==> src/rtl/nn_and_trainer.sv <==
// nn_and_trainer: on-chip perceptron trainer for a 2-input neuron.
//
// Walks the four {x1,x0} input patterns, thresholds bias + x0*w0 + x1*w1
// against zero and applies the perceptron rule until a whole epoch passes
// with no error or MAX_EPOCHS epochs have run. The live weight registers
// feed the inference neuron directly.
//
// Optional feature: define NN_TRAIN_SAT_EN to saturate updated weights and
// bias to [-128,127]; otherwise updates wrap (keep the low 8 bits).
//
// Ports:
//   clk, rst_n          clock (rising edge), async active-low reset
//   start               one-cycle request, sampled only in IDLE
//   target[3:0]         desired output per pattern, target[{x1,x0}]
//   w0/w1/bias_init     signed initial values, loaded on accepted start
//   busy                high while training (EVAL/UPDATE/CHECK)
//   done                one-cycle pulse when training ends
//   converged           1 = clean epoch reached; held until next start
//   w0_o/w1_o/bias_o    live signed weight/bias registers
//   epoch_cnt           epochs executed, including the final clean one
module nn_and_trainer #(
  parameter int LR         = 1,
  parameter int MAX_EPOCHS = 32,
  parameter int EPW        = 6
) (
  input  logic                   clk,
  input  logic                   rst_n,
  input  logic                   start,
  input  logic [3:0]             target,
  input  logic signed [7:0]      w0_init,
  input  logic signed [7:0]      w1_init,
  input  logic signed [7:0]      bias_init,
  output logic                   busy,
  output logic                   done,
  output logic                   converged,
  output logic signed [7:0]      w0_o,
  output logic signed [7:0]      w1_o,
  output logic signed [7:0]      bias_o,
  output logic [EPW-1:0]         epoch_cnt
);

  typedef enum logic [2:0] {IDLE, EVAL, UPDATE, CHECK, DONE} state_t;

  localparam logic signed [15:0] LR16   = 16'(LR);
  localparam logic [EPW-1:0]     EP_MAX = EPW'(MAX_EPOCHS);

  state_t             state, state_d;
  logic signed [7:0]  w0, w1, bias;
  logic [3:0]         tgt;
  logic [1:0]         p;
  logic signed [1:0]  e, e_d;
  logic               err_flag;
  logic [EPW-1:0]     ep_inc;

  logic signed [15:0] w0_x, w1_x, b_x, sum, step;
  logic               y;

  // Reduce a 16-bit update result back to the 8-bit register width.
  function automatic logic signed [7:0] reduce(input logic signed [15:0] v);
`ifdef NN_TRAIN_SAT_EN
    if (v > 16'sd127)       return 8'sh7f;
    else if (v < -16'sd128) return 8'sh80;
    else                    return 8'(v);
`else
    return 8'(v);
`endif
  endfunction

  assign w0_x = {{8{w0[7]}}, w0};
  assign w1_x = {{8{w1[7]}}, w1};
  assign b_x  = {{8{bias[7]}}, bias};

  // Neuron pre-activation for the current pattern; x0 = p[0], x1 = p[1].
  assign sum = b_x + (p[0] ? w0_x : 16'sd0) + (p[1] ? w1_x : 16'sd0);
  assign y   = (sum > 16'sd0);

  // e = target - y, restricted to {-1,0,+1}
  always_comb begin
    e_d = 2'sb00;
    unique case ({tgt[p], y})
      2'b10:   e_d = 2'sb01;
      2'b01:   e_d = 2'sb11;
      default: e_d = 2'sb00;
    endcase
  end

  // Only meaningful when e != 0.
  assign step   = e[1] ? -LR16 : LR16;
  assign ep_inc = epoch_cnt + EPW'(1);

  // State register
  always_ff @(posedge clk or negedge rst_n) begin
    if (!rst_n) state <= IDLE;
    else        state <= state_d;
  end

  // Next-state logic
  always_comb begin
    state_d = state;
    unique case (state)
      IDLE:    if (start) state_d = EVAL;
      EVAL:    state_d = UPDATE;
      UPDATE:  state_d = (p == 2'd3) ? CHECK : EVAL;
      CHECK:   begin
        if (!err_flag || ep_inc == EP_MAX) state_d = DONE;
        else                               state_d = EVAL;
      end
      DONE:    state_d = IDLE;
      default: state_d = IDLE;
    endcase
  end

  // FSM outputs
  always_comb begin
    busy = 1'b0;
    done = 1'b0;
    unique case (state)
      EVAL, UPDATE, CHECK: busy = 1'b1;
      DONE:                done = 1'b1;
      default:             ;
    endcase
  end

  // Datapath
  always_ff @(posedge clk or negedge rst_n) begin
    if (!rst_n) begin
      w0        <= '0;
      w1        <= '0;
      bias      <= '0;
      tgt       <= '0;
      p         <= '0;
      e         <= '0;
      err_flag  <= 1'b0;
      converged <= 1'b0;
      epoch_cnt <= '0;
    end else begin
      unique case (state)
        IDLE: if (start) begin
          w0        <= w0_init;
          w1        <= w1_init;
          bias      <= bias_init;
          tgt       <= target;
          epoch_cnt <= '0;
          converged <= 1'b0;
          err_flag  <= 1'b0;
          p         <= '0;
        end
        EVAL: e <= e_d;
        UPDATE: begin
          if (e != 2'sb00) begin
            if (p[0]) w0 <= reduce(w0_x + step);
            if (p[1]) w1 <= reduce(w1_x + step);
            bias     <= reduce(b_x + step);
            err_flag <= 1'b1;
          end
          // p==3 wraps to 0, ready for the next epoch
          p <= p + 2'd1;
        end
        CHECK: begin
          epoch_cnt <= ep_inc;
          if (!err_flag)             converged <= 1'b1;
          else if (ep_inc == EP_MAX) converged <= 1'b0;
          else begin
            err_flag <= 1'b0;
            p        <= '0;
          end
        end
        default: ;
      endcase
    end
  end

  assign w0_o   = w0;
  assign w1_o   = w1;
  assign bias_o = bias;

endmodule

==> config.mk <==
export PLATFORM = sky130hd
export DESIGN_NAME = nn_and_trainer
export DESIGN_NICKNAME = d
export VERILOG_FILES = /design/src/rtl/nn_and_trainer.sv
export SDC_FILE = /design/constraint.sdc
export NUM_CORES = 1
export LEC_CHECK = 0
export CAP_MARGIN = 20
export CORE_MARGIN = 1
export CORE_UTILIZATION = 58
export DETAILED_ROUTE_END_ITERATION = 7
export GPL_ROUTABILITY_DRIVEN = 0
export PLACE_DENSITY_LB_ADDON = 0.3
export SLEW_MARGIN = 20
export SYNTH_ARGS = -nofsm -noshare
export SYNTH_HDL_FRONTEND = slang
export SYNTH_SLANG_ARGS = --single-unit
==> constraint.sdc <==
create_clock -name clk -period 7.05 [get_ports clk]
set_input_delay 1.41 -clock clk [delete_from_list [all_inputs] [get_ports clk]]
set_output_delay 1.41 -clock clk [all_outputs]
set_load 0.01 [all_outputs]
==> parameters.txt <==
Parameter                              Value

Detailed routing
  Antenna viol nets, final    0
  Via-per-instance ratio    5.87
  Vias post-DR    3097
  Post-detailed-routing wire length    8.33 mm
  Wire length per cell after detailed routing    15.8 um
  Residual DRC count    0
  DR iter-0 viols    139
  Pre-antenna DRT Iters    4

Global routing
  First-pass GRT wire length    14.0 mm
  Global routing usage summed across all routing layers    28.0%
  Number of global-route vias before repair    2989
  GRT Residual Overflow    0
  Number of antenna violations at the first check in global routing    0
  Pin count of the biggest net entering global routing    44

Timing
  Setup repair after global routing missed its margin    no
  Final clock skew    0.00335 ns
  Final worst-path cycle share    49.4%
  Shortest period the worst path allows    3.48 ns
  Post-Route Hold Slack    0.513 ns
  Worst slew pin tran    1.06 ns
  Fin worst setup slack    3.57 ns
  Number of max-slew violations in the final report    0
  Max Clock Freq    0.287 GHz
  Final TNS setup    0 ns
  Normalized max-slew margin    29.2%
  Final setup violation count    0
  Final hold violation count    0

Synth
  Number of enable-type register cells in the synthesized netlist    0
  Fraction of registers with async set or reset after synthesis    100%
  Prevailing post-synth register cell    dfrtp_1
  Synth Register Bits    43
  Post-synth cell types    56
  Mapped cell area    3540 um2
  Nets in the synthesized netlist    464
  Fraction of the yosys area taken by sequential cells    30.4%
  Post-synthesis average cell area    9.03 um2
  Syn Inst Count    392
  Warnings from Yosys    0

Worst setup path
  Setup crit end kind    flip-flop
  Worst endpoint data arrival time    3.67 ns
  Required time worst endpoint    7.24 ns
  Type of the worst setup path    reg -> reg
  Critical Path Start Type    flip-flop
  Largest fanout on the critical path    10

Die
  Area of the die    6420 um2
  Core region area    5920 um2
  Vertical die dimension    80.1 um
  Number of core rows    28
  I/O pin total    64
  Die width    80.1 um
  Initial Util    59.8%

CTS
  Cts hold-fix bufs    0
  Post-CTS setup buffer count    0
  CTS tree    yes
  Clk Latency, worst-skew pair    0.30 ns
  Clk pin slew, worst setup/hold paths    0.09 ns
  Post-CTS sizing    0
  Clock Path Buffers    2
  Total clock buffers created by CTS    5
  Root buffer cell    clkbuf_8
  Clk sinks    43
  H-tree depth    2

Finish
  Flip-flop and latch area    1080 um2
  Filler Cells Inserted    468
  Final net count    524
  Diode count    0
  Total area of multi-input combinational cells    2310 um2
  Final std cell area, no fill    4320 um2
  Fin cells    528
  Syn-to-layout area delta    22.1%
  Post-route core utilization    73.0%
  Fraction of final layout cells with drive strength greater than 1    6.84%

Placement
  Number of buffers added on ports    63
  Post-Place Cells    519
  Post-detail-place hpwl    6.12 mm
  Post-placement cell area    4190 um2
  Pre-CTS setup slack    3.56 ns

Hold path
  Worst Hold Class    reg -> reg

Power and ir drop
  Static leakage power    1.95 nW
  Final total power    2.35 mW
  Maximum VDD drop    0.277 mV
  Power per unit of standard cell area    544 nW/um2

Status
  Status    finished clean

Flow run
  Max cap viols    0
## final cells by class
| cell class | instances | area share [%] |
|---|---|---|
| flip-flops and latches | 43 | 24.9 |
| repair buffers | 65 | 15.1 |
| well taps | 75 | 2.17 |
| multi-input cells | 317 | 53.5 |
| clock inverters | 3 | 1.01 |
| inverters | 20 | 1.74 |
| clock buffers | 5 | 1.59 |
## Yosys cell counts, types with 2 or more instances
cell / number / area, um2
nand3_1: 10 / 50.1
xor2_1: 9 / 78.8
a21oi_1: 24 / 120
o22ai_1: 3 / 18.8
xnor2_1: 5 / 43.8
nor2b_1: 12 / 75.1
fa_1: 12 / 240
o31ai_1: 6 / 45.0
ha_1: 29 / 363
nor3_1: 9 / 45.0
clkbuf_1: 2 / 7.51
buf_6: 3 / 33.8
o21ai_0: 38 / 190
inv_1: 20 / 75.1
a31oi_1: 8 / 50.1
nor2_1: 25 / 93.8
and3_1: 6 / 37.5
o22a_1: 2 / 17.5
dfrtp_1: 43 / 1080
a211oi_1: 3 / 22.5
nand2b_1: 7 / 43.8
and2_1: 14 / 87.6
mux2_2: 7 / 78.8
or3_1: 2 / 12.5
a21o_1: 7 / 52.6
mux2i_1: 5 / 50.1
buf_2: 5 / 25.0
nand2_1: 45 / 169
a22o_1: 2 / 17.5
o21a_1: 3 / 22.5
## final timing paths
| path | startpoint | endpoint | slack, ns | cells past startpoint |
|---|---|---|---|---|
| max | p[0] | e[1] | 3.57 | 14 |
| min | tgt[3] | tgt[3] | 0.51 | 1 |
| max reg2reg | p[0] | e[1] | 3.57 | 14 |
| min reg2reg | tgt[3] | tgt[3] | 0.51 | 1 |
| max in group asynchronous | rst_n | bias_o[6] | 5.60 | 2 |
| min in group asynchronous | rst_n | w1_o[7] | 0.98 | 1 |
## state kept, by name (all words and copies together) (netlist names)
register   cells
bias_o         8
converged      1
e              2
epoch_cnt      6
err_flag       1
p              2
state          3
tgt            4
w0_o           8
w1_o           8
## critical path, cell delays in order, from the launching register on
cell and delay (ns):
dfrtp_1 0.49, inv_1 0.14, nor2_1 0.08, fa_1 0.52, ha_1 0.16, inv_1 0.05
fa_1 0.37, nor2b_1 0.20, o22ai_1 0.09, a2111oi_0 0.32, o21ai_0 0.15, a211oi_1 0.20
a31oi_1 0.12, ha_1 0.21, mux2_2 0.27
## layer usage
layer / GRT usage [%] / wire [um] / vias up
met5: 0 / 0 / -
met1: 37.2 / 3830 / 1488
met2: 46.6 / 4030 / 76
met4: 8.93 / 170 / 0
met3: 4.55 / 298 / 16
li1: - / - / 1517
## power breakdown
group	internal (mW)	leakage, nW	switching, mW
sequential	0.359	0.534	0.176
combinational	0.752	1.35	0.863
clock	0.106	0.0581	0.0949
## cell usage in the layout, fill, tap and decap left out, types with 8 or more instances in the layout
| cell type | netlist | routed |
|---|---|---|
| a21oi_1 | 24 | 24 |
| a31oi_1 | 8 | 8 |
| and2_1 | 14 | 14 |
| clkdlybuf4s50_1 | 0 | 62 |
| dfrtp_1 | 43 | 43 |
| fa_1 | 12 | 12 |
| ha_1 | 29 | 29 |
| inv_1 | 20 | 20 |
| nand2_1 | 45 | 45 |
| nand3_1 | 10 | 10 |
| nor2_1 | 25 | 25 |
| nor2b_1 | 12 | 12 |
| nor3_1 | 9 | 9 |
| o21ai_0 | 38 | 38 |
| xor2_1 | 9 | 9 |
## kinds of logic (layout without fill, tap and decap cells)
| group | count (synthesis) | count (layout) | share of synthesized area, % |
|---|---|---|---|
| compound gates | 108 | 108 | 19.0 |
| flops | 43 | 43 | 30.4 |
| buf+inv | 32 | 93 | 4.31 |
| fa+ha+maj | 41 | 41 | 17.0 |
| simple gates | 141 | 141 | 21.5 |
| xor+xnor | 14 | 14 | 3.46 |
| mux | 13 | 13 | 4.28 |
(Power assumes the default switching activity.)
